File: config.mk
export PLATFORM = sky130hd
export DESIGN_NAME = mem_arbiter_flat
export DESIGN_NICKNAME = d
export VERILOG_FILES = /design/src/rtl/mem_arbiter_if.sv /design/src/rtl/mem_arbiter.sv /design/src/flat_wrapper.sv
export SDC_FILE = /design/constraint.sdc
export NUM_CORES = 1
export LEC_CHECK = 0
export CAP_MARGIN = 20
export CORE_AREA = 2 2 116 118
export DETAILED_ROUTE_END_ITERATION = 6
export DIE_AREA = 0 0 118 120
export PLACE_DENSITY = 0.7
export REMOVE_ABC_BUFFERS = 1
export SLEW_MARGIN = 10
export SYNTH_ARGS = -nofsm -noshare
export SYNTH_HDL_FRONTEND = slang
export SYNTH_SLANG_ARGS = --single-unit
File: constraint.sdc
create_clock -name clk -period 1.9 [get_ports clk]
set_input_delay 0.38 -clock clk [delete_from_list [all_inputs] [get_ports clk]]
set_output_delay 0.38 -clock clk [all_outputs]
set_load 0.05 [all_outputs]
File: src/rtl/mem_arbiter_if.sv
// Shared bus between the CPU port, the DMA port, the memory port and the arbiter.
// The arbiter takes the slave view; the requesters and the memory take the master view.
interface mem_arbiter_if #(
    parameter int WIDTH = 32
);
    logic             CpuReq;
    logic             CpuWe;
    logic [WIDTH-1:0] CpuAdr;
    logic [WIDTH-1:0] CpuWData;
    logic [WIDTH-1:0] CpuRData;
    logic             CpuDone;

    logic             DmaReq;
    logic             DmaWe;
    logic [WIDTH-1:0] DmaAdr;
    logic [WIDTH-1:0] DmaWData;
    logic             DmaLast;
    logic [WIDTH-1:0] DmaRData;
    logic             DmaDone;

    logic [WIDTH-1:0] MemAdr;
    logic [WIDTH-1:0] MemWData;
    logic             MemWrite;
    logic [WIDTH-1:0] MemRData;
    logic [1:0]       Owner;

    modport slave (
        input  CpuReq, CpuWe, CpuAdr, CpuWData,
        input  DmaReq, DmaWe, DmaAdr, DmaWData, DmaLast,
        input  MemRData,
        output CpuRData, CpuDone, DmaRData, DmaDone,
        output MemAdr, MemWData, MemWrite, Owner
    );

    modport master (
        output CpuReq, CpuWe, CpuAdr, CpuWData,
        output DmaReq, DmaWe, DmaAdr, DmaWData, DmaLast,
        output MemRData,
        input  CpuRData, CpuDone, DmaRData, DmaDone,
        input  MemAdr, MemWData, MemWrite, Owner
    );
endinterface

File: src/rtl/mem_arbiter.sv
// Two-requester (CPU/DMA) single-port memory arbiter; every access takes IDLE -> xACC -> RESP.
// DMA bursts may lock the bus for up to MAXLOCK beats before the CPU wins a tie again.
//
// state | meaning
// IDLE  | waiting for a request, arbitration happens here
// CACC  | CPU owns the memory port for one cycle
// DACC  | DMA owns the memory port for one cycle
// RESP  | Done pulse to the granted requester, requests ignored
module mem_arbiter #(
    parameter int WIDTH   = 32,
    parameter int MAXLOCK = 8
) (
    input  logic          clk,
    input  logic          reset,
    mem_arbiter_if.slave  bus
);
    localparam int CW = $clog2(MAXLOCK + 1);

    typedef enum logic [1:0] {IDLE, CACC, DACC, RESP} state_t;

    state_t           state_q, state_d;
    logic             lock_q, lock_d;
    logic [CW-1:0]    lock_cnt_q, lock_cnt_d;
    logic             last_dma_q, last_dma_d;
    logic [WIDTH-1:0] cpu_rdata_q, cpu_rdata_d;
    logic [WIDTH-1:0] dma_rdata_q, dma_rdata_d;
    logic             cpu_done_q, cpu_done_d;
    logic             dma_done_q, dma_done_d;
    logic [1:0]       owner_q, owner_d;

    logic [WIDTH-1:0] mem_adr;
    logic [WIDTH-1:0] mem_wdata;
    logic             mem_write;

    always_comb begin
        state_d     = state_q;
        lock_d      = lock_q;
        lock_cnt_d  = lock_cnt_q;
        last_dma_d  = last_dma_q;
        cpu_rdata_d = cpu_rdata_q;
        dma_rdata_d = dma_rdata_q;
        cpu_done_d  = 1'b0;
        dma_done_d  = 1'b0;
        owner_d     = 2'b00;

        case (state_q)
            IDLE: begin
                if (bus.CpuReq && bus.DmaReq) begin
                    // An active lock under its beat limit keeps the bus with DMA.
                    if (lock_q && (lock_cnt_q < CW'(MAXLOCK)))
                        state_d = DACC;
                    else if (last_dma_q)
                        state_d = CACC;
                    else
                        state_d = DACC;
                end else if (bus.CpuReq) begin
                    state_d = CACC;
                end else if (bus.DmaReq) begin
                    state_d = DACC;
                end
            end
            CACC: begin
                state_d    = RESP;
                if (!bus.CpuWe)
                    cpu_rdata_d = bus.MemRData;
                lock_cnt_d = '0;
                last_dma_d = 1'b0;
                cpu_done_d = 1'b1;
            end
            DACC: begin
                state_d = RESP;
                if (!bus.DmaWe)
                    dma_rdata_d = bus.MemRData;
                if (bus.DmaLast) begin
                    lock_d     = 1'b0;
                    lock_cnt_d = '0;
                end else begin
                    lock_d = 1'b1;
                    if (lock_cnt_q < CW'(MAXLOCK))
                        lock_cnt_d = lock_cnt_q + 1'b1;
                end
                last_dma_d = 1'b1;
                dma_done_d = 1'b1;
            end
            RESP: begin
                state_d = IDLE;
            end
            default: begin
                state_d = IDLE;
            end
        endcase

        if (state_d == CACC)
            owner_d = 2'b01;
        else if (state_d == DACC)
            owner_d = 2'b10;
    end

    always_ff @(posedge clk) begin
        if (reset) begin
            state_q     <= IDLE;
            lock_q      <= 1'b0;
            lock_cnt_q  <= '0;
            last_dma_q  <= 1'b1;
            cpu_rdata_q <= '0;
            dma_rdata_q <= '0;
            cpu_done_q  <= 1'b0;
            dma_done_q  <= 1'b0;
            owner_q     <= 2'b00;
        end else begin
            state_q     <= state_d;
            lock_q      <= lock_d;
            lock_cnt_q  <= lock_cnt_d;
            last_dma_q  <= last_dma_d;
            cpu_rdata_q <= cpu_rdata_d;
            dma_rdata_q <= dma_rdata_d;
            cpu_done_q  <= cpu_done_d;
            dma_done_q  <= dma_done_d;
            owner_q     <= owner_d;
        end
    end

    // Memory port follows the live request fields so they are only sampled during xACC.
    always_comb begin
        mem_adr   = '0;
        mem_wdata = '0;
        mem_write = 1'b0;
        if (state_q == CACC) begin
            mem_adr   = bus.CpuAdr;
            mem_wdata = bus.CpuWData;
            mem_write = bus.CpuWe & ~reset;
        end else if (state_q == DACC) begin
            mem_adr   = bus.DmaAdr;
            mem_wdata = bus.DmaWData;
            mem_write = bus.DmaWe & ~reset;
        end
    end

    assign bus.MemAdr   = mem_adr;
    assign bus.MemWData = mem_wdata;
    assign bus.MemWrite = mem_write;
    assign bus.Owner    = owner_q;
    assign bus.CpuRData = cpu_rdata_q;
    assign bus.DmaRData = dma_rdata_q;
    assign bus.CpuDone  = cpu_done_q;
    assign bus.DmaDone  = dma_done_q;
endmodule

File: src/flat_wrapper.sv
// flat-port wrapper written by rule: the top's interface ports become plain ports
module mem_arbiter_flat 
#(
    parameter int WIDTH   = 32,
    parameter int MAXLOCK = 8
)
  (clk, reset, bus_CpuReq, bus_CpuWe, bus_CpuAdr, bus_CpuWData, bus_DmaReq, bus_DmaWe, bus_DmaAdr, bus_DmaWData, bus_DmaLast, bus_MemRData, bus_CpuRData, bus_CpuDone, bus_DmaRData, bus_DmaDone, bus_MemAdr, bus_MemWData, bus_MemWrite, bus_Owner);
  mem_arbiter_if #(.WIDTH(WIDTH)) bus_i ();
  input  logic clk;
  input  logic reset;
  input wire logic [$bits(bus_i.CpuReq)-1:0] bus_CpuReq;
  input wire logic [$bits(bus_i.CpuWe)-1:0] bus_CpuWe;
  input wire logic [$bits(bus_i.CpuAdr)-1:0] bus_CpuAdr;
  input wire logic [$bits(bus_i.CpuWData)-1:0] bus_CpuWData;
  input wire logic [$bits(bus_i.DmaReq)-1:0] bus_DmaReq;
  input wire logic [$bits(bus_i.DmaWe)-1:0] bus_DmaWe;
  input wire logic [$bits(bus_i.DmaAdr)-1:0] bus_DmaAdr;
  input wire logic [$bits(bus_i.DmaWData)-1:0] bus_DmaWData;
  input wire logic [$bits(bus_i.DmaLast)-1:0] bus_DmaLast;
  input wire logic [$bits(bus_i.MemRData)-1:0] bus_MemRData;
  output wire logic [$bits(bus_i.CpuRData)-1:0] bus_CpuRData;
  output wire logic [$bits(bus_i.CpuDone)-1:0] bus_CpuDone;
  output wire logic [$bits(bus_i.DmaRData)-1:0] bus_DmaRData;
  output wire logic [$bits(bus_i.DmaDone)-1:0] bus_DmaDone;
  output wire logic [$bits(bus_i.MemAdr)-1:0] bus_MemAdr;
  output wire logic [$bits(bus_i.MemWData)-1:0] bus_MemWData;
  output wire logic [$bits(bus_i.MemWrite)-1:0] bus_MemWrite;
  output wire logic [$bits(bus_i.Owner)-1:0] bus_Owner;
  assign bus_i.CpuReq = bus_CpuReq;
  assign bus_i.CpuWe = bus_CpuWe;
  assign bus_i.CpuAdr = bus_CpuAdr;
  assign bus_i.CpuWData = bus_CpuWData;
  assign bus_i.DmaReq = bus_DmaReq;
  assign bus_i.DmaWe = bus_DmaWe;
  assign bus_i.DmaAdr = bus_DmaAdr;
  assign bus_i.DmaWData = bus_DmaWData;
  assign bus_i.DmaLast = bus_DmaLast;
  assign bus_i.MemRData = bus_MemRData;
  assign bus_CpuRData = bus_i.CpuRData;
  assign bus_CpuDone = bus_i.CpuDone;
  assign bus_DmaRData = bus_i.DmaRData;
  assign bus_DmaDone = bus_i.DmaDone;
  assign bus_MemAdr = bus_i.MemAdr;
  assign bus_MemWData = bus_i.MemWData;
  assign bus_MemWrite = bus_i.MemWrite;
  assign bus_Owner = bus_i.Owner;
  mem_arbiter #(.WIDTH(WIDTH), .MAXLOCK(MAXLOCK)) u_core (.clk(clk), .reset(reset), .bus(bus_i));
endmodule
# --- After elaboration in Yosys (flattened, before gate mapping) ---
# Cells that the tools add are included.
word_totals:
  reg_bits: 76
  word_cells: 53
classes:
  addsub: 1
  n_lt_le_gt_ge: 1
  eq_ne: 6
  n_mux: 21
  bitwise: 5
  n_reduce_logical: 9
ops:
  columns: ["op", "count"]
  rows:
  - ["32-bit 2-to-1 mux", 4]
  - ["2-bit 2-to-1 mux", 6]
  - ["4-bit 2-to-1 mux", 2]
  - ["4-bit case mux with 2 select lines", 1]
  - ["2-bit == test, second input constant", 3]
  - ["1-bit 2-to-1 mux", 6]
  - ["2-bit case mux with 3 select lines", 1]
  - ["2-bit AND reduction", 3]
  - ["4-bit by 1-bit adder with 4-bit output, second input constant", 1]
  - ["2-bit by 1-bit == test with 1-bit output, second input constant", 2]
  - ["4-bit less-than comparator, second input constant", 1]
  - ["2-bit OR reduction", 2]
  - ["3-bit by 2-bit != test with 1-bit output, second input constant", 1]
  - ["1-bit NOT", 3]
  - ["1-bit bitwise AND", 2]
  - ["1-bit logical AND", 2]
  - ["2-bit logical NOT", 1]
  - ["1-bit case mux with 2 select lines", 1]
  - ["2-bit nonzero test", 1]

# --- Depth between registers and ports, before layout ---
# Gate-level depths: netlist of the first run.
depth:
  ltp_word: 8
  mapped_depth: 8
  mapped_depth_nobuf: 5

# --- Worst setup path before layout of the first run ---
# No wires, ideal clock.
synth_path:
  path_kind: "register -> output"
  startpoint: "register u_core.state_q[1]"
  endpoint: "output bus_MemWData[30]"
  arrival_time_ns: 2.160
  slack_ns: -0.640
  stages_incl_launch_ff: 7
  path_buffers: 3
  cell_sequence: "dfxtp_1 inv_1 ha_1 buf_4 buf_2 buf_2 o21ai_0"
synth_between:
  elab_chain_len: 3
synth_lines:
  columns: ["element", "line", "text"]
  rows:
  - ["from (decl)", "mem_arbiter.sv:21", "state_t state_q, state_d;"]
  - ["from (signal assigned)", "mem_arbiter.sv:111", "state_q <= state_d;"]
  - ["2-bit == test", "mem_arbiter.sv:132", "end else if (state_q == DACC) begin"]
  - ["32-bit 2-to-1 mux", "mem_arbiter.sv:132", null]
  - ["32-bit 2-to-1 mux (*)", "mem_arbiter.sv:128", "if (state_q == CACC) begin"]
  - ["to (decl)", "flat_wrapper.sv:26", "output wire logic [$bits(bus_i.MemWData)-1:0] bus_MemWData;"]
# Every way passes the cells marked *; elsewhere a longest branch is shown, timed or not.

# --- Worst setup path after layout of the first run ---
layout_path:
  startpoint: "register u_core.state_q[0]"
  endpoint: "output bus_MemWData[17]"
# The elaborated chain is that of the path after synthesis.

==> results of run 1 <==
==> timing repair <==
action,4_1_cts,5_1_grt
pin swaps,8,5
gates cloned,3,7
resized for setup,45,53
setup endpoints to repair,68,88
buffers inserted,7,1
==> state kept, by name (all words and copies together) (netlist names) <==
register and cells:
u_core.bus.CpuDone 1, u_core.bus.CpuRData 32, u_core.bus.DmaDone 1, u_core.bus.DmaRData 32, u_core.bus.Owner 2, u_core.last_dma_q 1
u_core.lock_cnt_q 4, u_core.lock_q 1, u_core.state_q 2
==> cell usage in the layout (no fill, tap or decap), types with 5 or more instances in the layout <==
| cell | n |
|---|---|
| dlymetal6s2s_1 | 23 |
| dfxtp_1 | 74 |
| nand2b_1 | 8 |
| a22o_4 | 44 |
| clkbuf_16 | 13 |
| buf_12 | 70 |
| buf_6 | 5 |
| a21oi_1 | 67 |
| clkdlybuf4s50_1 | 197 |
| nand2_1 | 130 |
| buf_4 | 26 |
| a22o_1 | 19 |
==> through the flow <==
| step | TNS (ps) | std cells |
|---|---|---|
| 6_report | -13440 | 908 |
| 5_1_grt | -15990 | 908 |
| 4_1_cts | -14730 | 901 |
| 3_5_place_dp | 0 | 875 |
| 3_3_place_gp | 0 | 875 |
| 2_1_floorplan | -214980 | 383 |
==> critical path, cell delays in order, from the launching register on <==
cell	delay, ps
dfxtp_4	360
buf_6	110
ha_4	160
nor2b_4	150
buf_12	150
buf_16	150
a22o_1	200
buf_12	150
==> power groups by stage <==
stage / logic (mW) / clock network (mW) / registers (mW)
4_1_cts: 9.37 / 1.74 / 1.96
3_5_place_dp: 8.65 / 0 / 1.97
2_1_floorplan: 3.69 / 0 / 2.60
5_1_grt: 10.4 / 1.82 / 1.99
3_3_place_gp: 8.57 / 0 / 1.96
6_report: 10.1 / 1.70 / 1.97
==> cell type report <==
cell class                      count  area, um^2
Fill cell                        1039        4633
Timing Repair Buffer              333        4154
Multi-Input combinational cell    303        2125
Sequential cell                    76        1529
Clock buffer                       12       256.5
Tap cell                          176       220.2
Clock inverter                      4       47.55
Inverter                            4       15.01
==> per-layer routing <==
metal	GRT usage, %	up-vias
met5	0	-
met3	8.888	50
met4	12.12	0
met1	23.05	2055
met2	44.77	227
li1	-	2077
==> worst paths after layout <==
kind | endpoint | slack (ps) | from
setup / recovery | bus_MemWData[17] | -260 | u_core.state_q[0]
hold / removal | u_core.bus.CpuRData[18] | 450 | reset
setup reg to reg | u_core.lock_cnt_q[1] | 140 | u_core.state_q[0]
hold reg to reg | u_core.bus.DmaRData[30] | 450 | u_core.bus.DmaRData[30]
==> logic make-up after synthesis <==
| logic type | share of synthesized area, % |
|---|---|
| AOI/OAI and AO/OA | 28.21 |
| DFF | 44.61 |
| muxes | 0.2935 |
| and+or+nand+nor | 19.22 |
| adders and majority gates | 1.467 |
| buffers and inverters | 6.199 |
==> impl_metrics.csv, run 1 <==
group,metric,value,unit
route,viasPerCell,4.856,
floorplan,row_count,42,
worst_setup_path,critPathLaunchType,"flip-flop",
cells_and_area,finish.utilization,64.31,%
synthesis,syn-mean-instance-area,8.102,um^2
synthesis,ys_ff_latch,76,
cts,cts_tree,"built",
route,wirelength,18.49,mm
synthesis,async_flop_share,0,%
synthesis,synth-main-ff-cell,"dfxtp_1",
sta,maxSlewHeadroom,62.89,%
sta,setup_viol_count_final,65,
job,cap_violations,0,
power,power.total,13.76,mW
cells_and_area,drive_gt1_share,25.41,%
sta,rsz0062_at_grt,"yes",
sta,tightest_slew,555.8,ps
floorplan,die-width,118,um
route,drc,0,
global_route,antenna_found_initial,0,
sta,min_period_over_period,113.9,%
min_path,whs_path_depth,2,
route,wl_met2,9.996,mm
power,power.leakage,3.641,nW
sta,fin_ws,-264.1,ps
route,drtAntennaViolNets,0,
cells_and_area,nNetsFinal,898,
floorplan,core_region_area,12980,um^2
outcome,status,"finished, violations left",
cells_and_area,num_antenna_cells,0,
route,wl_per_cell,20.36,um
synthesis,synth.area.top_cells,"dfxtp_1 (45%), a22o_1 (16%), nand2_1 (15%)",
cts,clk_path_buf_depth,2,
min_path,hold_path.class,"primary input to flip-flop",
place,dpl_cell_area,7241,um^2
cts,hold_buffers,0,
worst_setup_path,arrival,1780,ps
cells_and_area,area_growth_syn_to_layout,144.7,%
power,p_switching,6.086,mW
sta,fmax,462.1,MHz
sta,whs,447.3,ps
cts,clk_pin_slew,60,ps
route,via_count,4409,
synthesis,yosysTopAreaCell,"dfxtp_1",
route,dr_wl_met3,1.514,mm
power,combPwrFrac,73.4,%
sta,finalMaxSlewViolations,0,
power,clkPwrFrac,12.3,%
power,switching_share,44.23,%
global_route,grt.total_usage,23.98,%
worst_setup_path,critPathRequiredTime,1520,ps
outcome,violations,"setup timing",
synthesis,yosysSeqAreaShare,44.61,%
synthesis,syn_inst,421,
cells_and_area,finalInstanceArea,8347,um^2
synthesis,synth_top_area_share,44.61,%
route,routed.top_layer,"met4",
floorplan,die_height,120,um
route,first_iter_violations,227,
worst_setup_path,reg2regPathDepth,6,
worst_setup_path,cp_max_fo,12,
synthesis,yosysMostFrequentCell,"nand2_1",
synthesis,ys_warn_count,0,
synthesis,synthesis.area,3411,um^2
floorplan,initial_utilization,26.28,%
global_route,grt_max_degree,48,
global_route,grt_overflow_total,0,
power,power_density,1649,nW/um^2
synthesis,synth_edf_count,0,
worst_setup_path,end_kind,"output port",
route,wl_met1,6.105,mm
cts,htree_levels,3,
synthesis,yosys-top-cells-count,"nand2_1 (132), dfxtp_1 (76), a21oi_1 (67), a22o_1 (63), clkbuf_1 (14)",
power,peakVddDrop,0.9962,mV
cts,cts-root-buf,"clkbuf_16",
floorplan,dieArea,14160,um^2
sta,skew,5.116,ps
cts,cts_buffers,9,
floorplan,io_pins,300,
cts,cts_sinks,76,
place,dp_hpwl,13.67,mm
sta,hold_viol,0,
synthesis,synth_cell_types,27,
sta,min_period,2164,ps
place,place.gp.congestion,0.9017,
global_route,grt_pass1_wl,25.83,mm
worst_setup_path,crit_type,"flip-flop to output port",
route,drtPass1Iterations,4,
place,port_buffers,299,
place,dpl_worst_slack,9.271,ps
power,internal_power,7.675,mW
global_route,first_global_vias,4553,
power,power_frac_seq,14.3,%
cts,clock_latency,330,ps
Power figures use the tool's default switching activity.
==> inputs of run 2 (changes only) <==
CAP_MARGIN = default   (was 20)
MAX_ROUTING_LAYER = met4   (was default)
==> run 2 against run 1 <==
Highest routed layer unchanged; cell area grew 0.85%; sequential cell count did not move; non-clock buffer count increased by 4; the flow still finishes with violations (setup timing); clock skew fell by 0.66 ps; largest cell class unchanged; register-to-register slack worse by 30 ps; sequential share of layout area decreased by 0.16 points; core utilization up 0.55 points; global-route usage up 1.1 points; count of clock-buffer cells in the layout unchanged.
==> impl_metrics.csv, run 2 (same netlist as run 1, synthesis figures left out) <==
group,metric,value,unit
global_route,grt_use_met3,6.321,%
job,cap_violations,0,
place,port_buffers,299,
global_route,grt_max_degree,47,
sta,skew,4.457,ps
cts,cts_sinks,76,
global_route,top_usage_layer,"met2",
route,drtAntennaViolNets,0,
worst_setup_path,crit_start,"u_core.state_q[1]",
floorplan,core_region_area,12980,um^2
worst_setup_path,critPathMaxStageDelay,380,ps
sta,fin_ws,-206.5,ps
cts,clk_pin_slew,60,ps
route,wl_per_cell,20.09,um
sta,rsz0062_at_grt,"yes",
sta,tightest_slew,541.1,ps
worst_setup_path,crit_path_frequent_cell,"buf_12",
cts,clk_path_buf_depth,2,
route,drc,0,
global_route,grt.total_usage,25.06,%
place,dpl_cell_area,7231,um^2
cells_and_area,nNetsFinal,902,
floorplan,dieArea,14160,um^2
place,place.gp.congestion,0.9263,
worst_setup_path,critPathRequiredTime,1520,ps
sta,fmax,474.7,MHz
power,internal_power,7.858,mW
floorplan,io_pins,300,
worst_setup_path,timing.rr.start,"u_core.state_q[1]",
global_route,grtUsageMet2,46.88,%
power,power.leakage,3.471,nW
floorplan,initial_utilization,26.28,%
place,place_inst,874,
cts,cts_buffers,9,
worst_setup_path,crit_type,"flip-flop to output port",
sta,maxSlewHeadroom,63.87,%
power,power_frac_seq,14.1,%
power,combPwrFrac,73.8,%
route,wirelength,18.32,mm
worst_setup_path,cp_max_fo,7,
floorplan,die_height,120,um
cts,htree_levels,3,
worst_setup_path,end_kind,"output port",
outcome,status,"finished, violations left",
global_route,grt_pass1_wl,26.30,mm
floorplan,die-width,118,um
global_route,first_global_vias,4618,
cts,clock_latency,330,ps
sta,min_period_over_period,110.9,%
place,dp_hpwl,13.20,mm
cts,cts-root-buf,"clkbuf_16",
sta,setup_viol_count_final,65,
floorplan,row_count,42,
power,peakVddDrop,1.029,mV
cts,cts_tree,"built",
outcome,violations,"setup timing",
cells_and_area,stdcell_count,912,
cells_and_area,drive_gt1_share,25.95,%
route,first_iter_violations,314,
global_route,grt_overflow_total,0,
route,viasPerCell,4.872,
power,power_density,1666,nW/um^2
worst_setup_path,critPathLaunchType,"flip-flop",
sta,finalMaxSlewViolations,0,
min_path,hp-start,"reset",
power,clkPwrFrac,12.1,%
sta,hold_viol,0,
sta,tns,-11760,ps
cells_and_area,fillers,1044,
sta,min_period,2106,ps
power,switching_share,43.98,%
cells_and_area,area_growth_syn_to_layout,146.8,%
global_route,antenna_found_initial,0,
power,p_switching,6.169,mW
global_route,met1_usage,25.04,%
worst_setup_path,crit_path_cell_trace,"inv_4, ha_4, nor2b_4, buf_6, buf_12, a22oi_2, nor2_2, buf_12",
cts,hold_buffers,0,
cells_and_area,num_antenna_cells,0,
worst_setup_path,arrival,1730,ps
place,dpl_worst_slack,-9.156,ps
route,via_count,4443,
cells_and_area,final_cell_mix,"clkdlybuf4s50_1 (210), nand2_1 (130), dfxtp_1 (74)",
worst_setup_path,cpMaxStageDelayCell,"dfxtp_4",
power,power.total,14.03,mW
route,drtPass1Iterations,5,
cells_and_area,final_common_cell,"clkdlybuf4s50_1",
min_path,hold_path.class,"primary input to flip-flop",
cells_and_area,finalInstanceArea,8418,um^2
[run 2: worst paths after layout]
path | end | slack, ps | depth (start not counted)
min | u_core.bus.DmaRData[11] | 440 | 2
min reg2reg | u_core.bus.DmaRData[11] | 450 | 2
max reg2reg | u_core.lock_cnt_q[1] | 110 | 7
max | bus_MemWrite | -210 | 8
[run 2: repair_timing]
item                                    CTS  global route
gates resized for setup                  42            55
pin swaps                                 5            11
buffers inserted                         11             2
gates cloned                              9             4
endpoints found under the setup margin   65            77
[run 2: routing by layer]
metal	vias up	share of wire, %
met5	-	0
met4	0	1.9
met2	219	56
met1	2101	36
met3	26	7.0
li1	2097	-
[run 2: power by group through the flow]
stage               Sequential [mW]  Combinational [mW]  Clock [mW]
global route                   2.00                10.6        1.82
CTS                            1.97                9.89        1.74
global placement               1.96                8.56           0
floorplan                      2.60                3.69           0
detailed placement             1.97                8.63           0
finish                         1.97                10.4        1.70
[run 2: critical path, delay by kind of cell, from the launching register on]
kind                       cells  cell delay, ps
AOI/OAI and AO/OA              1              60
buffers and inverters          4             500
DFF                            1             380
adders and majority gates      1             170
and+or+nand+nor                2             290
[run 2: layout make-up]
class	count	area (um^2)	share of cell area, %
multi-input combinational	303	2123	25.22
sequential	76	1529	18.16
timing repair buffer	337	4222	50.15
clock inverter	4	47.55	0.5648
clock buffer	12	256.5	3.047
inverter	4	20.02	0.2378
tap	176	220.2	2.616
[run 2: metrics by stage]
stage	hold WS, ps	util [%]
5_1_grt	453.3	64.85
4_1_cts	425.2	62.51
2_1_floorplan	431.3	-
6_report	444.9	64.85
3_5_place_dp	446.7	55.71
3_3_place_gp	441.9	55.71
==> inputs of run 3 (changes only) <==
REMOVE_ABC_BUFFERS = default   (was 1)
==> run 3 against run 2 <==
The run still ends with setup timing left; via count increased by 1.4%; sequential power about the same; total power decreased by 0.22%; critical path type unchanged; largest power group unchanged.
==> impl_metrics.csv, run 3 (same netlist as run 1, synthesis figures left out) <==
group,metric,value,unit
worst_setup_path,timing.rr.start,"u_core.state_q[1]",
worst_setup_path,crit_start,"u_core.state_q[1]",
cts,cts-root-buf,"clkbuf_16",
sta,finalMaxSlewViolations,0,
sta,hold_viol,0,
sta,min_period_over_period,112.8,%
cells_and_area,num_antenna_cells,0,
cells_and_area,fillers,1049,
sta,min_period,2142,ps
sta,skew,5.500,ps
route,wirelength,19.26,mm
floorplan,die-width,118,um
sta,setup_viol_count_final,65,
global_route,grt_max_degree,48,
cts,cts_buffers,9,
cells_and_area,drive_gt1_share,28.53,%
cts,clk_path_buf_depth,2,
outcome,violations,"setup timing",
power,power_density,1673,nW/um^2
place,dpl_worst_slack,60.22,ps
floorplan,dieArea,14160,um^2
power,internal_power,7.791,mW
min_path,hold_path.class,"primary input to flip-flop",
global_route,first_global_vias,4587,
floorplan,die_height,120,um
global_route,grt_overflow_total,0,
global_route,grt_pass1_wl,27.57,mm
sta,fmax,466.8,MHz
worst_setup_path,critPathLaunchType,"flip-flop",
floorplan,initial_utilization,26.28,%
power,peakVddDrop,1.059,mV
cts,clock_latency,320,ps
power,clkPwrFrac,12.5,%
worst_setup_path,crit_type,"flip-flop to output port",
worst_setup_path,arrival,1760,ps
floorplan,io_pins,300,
synthesis,syn_nets,592,
worst_setup_path,cp_max_fo,21,
sta,maxSlewHeadroom,63.90,%
cts,htree_levels,3,
sta,tightest_slew,539.9,ps
power,power_frac_seq,14.1,%
route,drtAntennaViolNets,0,
global_route,grt.total_usage,26.39,%
worst_setup_path,end_kind,"output port",
route,viasPerCell,4.976,
power,combPwrFrac,73.4,%
worst_setup_path,critPathRequiredTime,1520,ps
global_route,antenna_found_initial,0,
sta,rsz0062_at_grt,"yes",
cts,cts_sinks,76,
cells_and_area,final_cell_mix,"clkdlybuf4s50_1 (205), nand2_1 (131), dfxtp_1 (74)",
floorplan,row_count,42,
place,place.gp.congestion,1.037,
route,drc,0,
floorplan,core_region_area,12980,um^2
cts,cts_tree,"built",
place,port_buffers,299,
place,dp_hpwl,14.07,mm
power,p_switching,6.206,mW
sta,fin_ws,-242.4,ps
route,drtPass1Iterations,5,
min_path,hp-start,"reset",
power,switching_share,44.34,%
power,power.leakage,3.463,nW
cells_and_area,final_common_cell,"clkdlybuf4s50_1",
cells_and_area,area_growth_syn_to_layout,145.2,%
cells_and_area,nNetsFinal,895,
route,first_iter_violations,262,
route,wl_per_cell,21.28,um
job,cap_violations,0,
route,via_count,4503,
cts,clk_pin_slew,60,ps
outcome,status,"finished, violations left",
cells_and_area,finish.utilization,64.44,%
==> run 3: cell types whose count changed in the layout (fill, tap and decap cells not counted), moves of 3 or more <==
cell and change:
clkdlybuf4s50_1 -5, a22o_4 +9, buf_16 -4, a22o_1 -20, a22o_2 +11, buf_6 +3
==> run 3: area by class of cell <==
cell class                 instances  area (um^2)  share of cell area [%]
inverter                           4        20.02                  0.2393
clock buffer                      13        270.3                   3.231
tap                              176        220.2                   2.633
multi-input combinational        303         2206                   26.37
timing repair buffer             330         4075                   48.72
clock inverter                     3        43.79                  0.5236
sequential                        76         1529                   18.28
==> run 3: what timing repair did <==
| item | 4_1_cts | 5_1_grt |
|---|---|---|
| endpoints found under the setup margin | 65 | 76 |
| gates cloned | 5 | 5 |
| hold buffers | 0 | 0 |
| pin swaps | 2 | 1 |
| buffers inserted | 9 | 2 |
| gates resized for setup | 53 | 36 |
==> run 3: path summary, 6_finish.rpt <==
| kind | slack, ps | endpoint | depth (start not counted) |
|---|---|---|---|
| setup / recovery | -240 | bus_MemWData[8] | 6 |
| hold / removal | 360 | u_core.lock_q | 2 |
| setup reg to reg | 100 | u_core.bus.CpuRData[9] | 9 |
| hold reg to reg | 450 | u_core.bus.DmaRData[2] | 2 |
==> run 3: power by group through the flow <==
stage / combinational, mW / clock, mW / sequential (mW)
after floorplan: 4.02 / 0 / 2.60
after global placement: 8.73 / 0 / 1.96
after detailed placement: 8.79 / 0 / 1.97
after CTS: 9.81 / 1.80 / 1.97
after global routing: 10.6 / 1.88 / 2.00
final: 10.3 / 1.75 / 1.97
==> run 3: metal layers <==
metal / vias up / routed length [um] / part of all wire [%] / global-route usage, %
li1: 2078 / - / - / -
met1: 2153 / 8012 / 42 / 32.47
met2: 243 / 9170 / 48 / 41.90
met3: 29 / 1697 / 8.8 / 8.650
met4: 0 / 380 / 2.0 / 6.702
met5: - / 0 / 0 / -
==> run 3: stage by stage <==
stage | power [mW] | instance area, um^2 | std cells | TNS (ps) | hold slack, ps
2_1_floorplan | 6.620 | 3492 | 421 | -3.278 | 431.3
3_3_place_gp | 10.69 | 7287 | 871 | 0 | 443.0
3_5_place_dp | 10.77 | 7287 | 871 | 0 | 446.5
4_1_cts | 13.58 | 8115 | 901 | -12880 | 348.3
5_1_grt | 14.45 | 8364 | 905 | -14250 | 374.8
6_report | 14.00 | 8364 | 905 | -11290 | 363.3
==> run 3: worst max-delay path, stage by stage, from the launching register on <==
cell and delay (ps):
dfxtp_4 370, inv_4 40, ha_4 170, nor2b_4 250
buf_12 230, a22o_2 220, buf_12 150
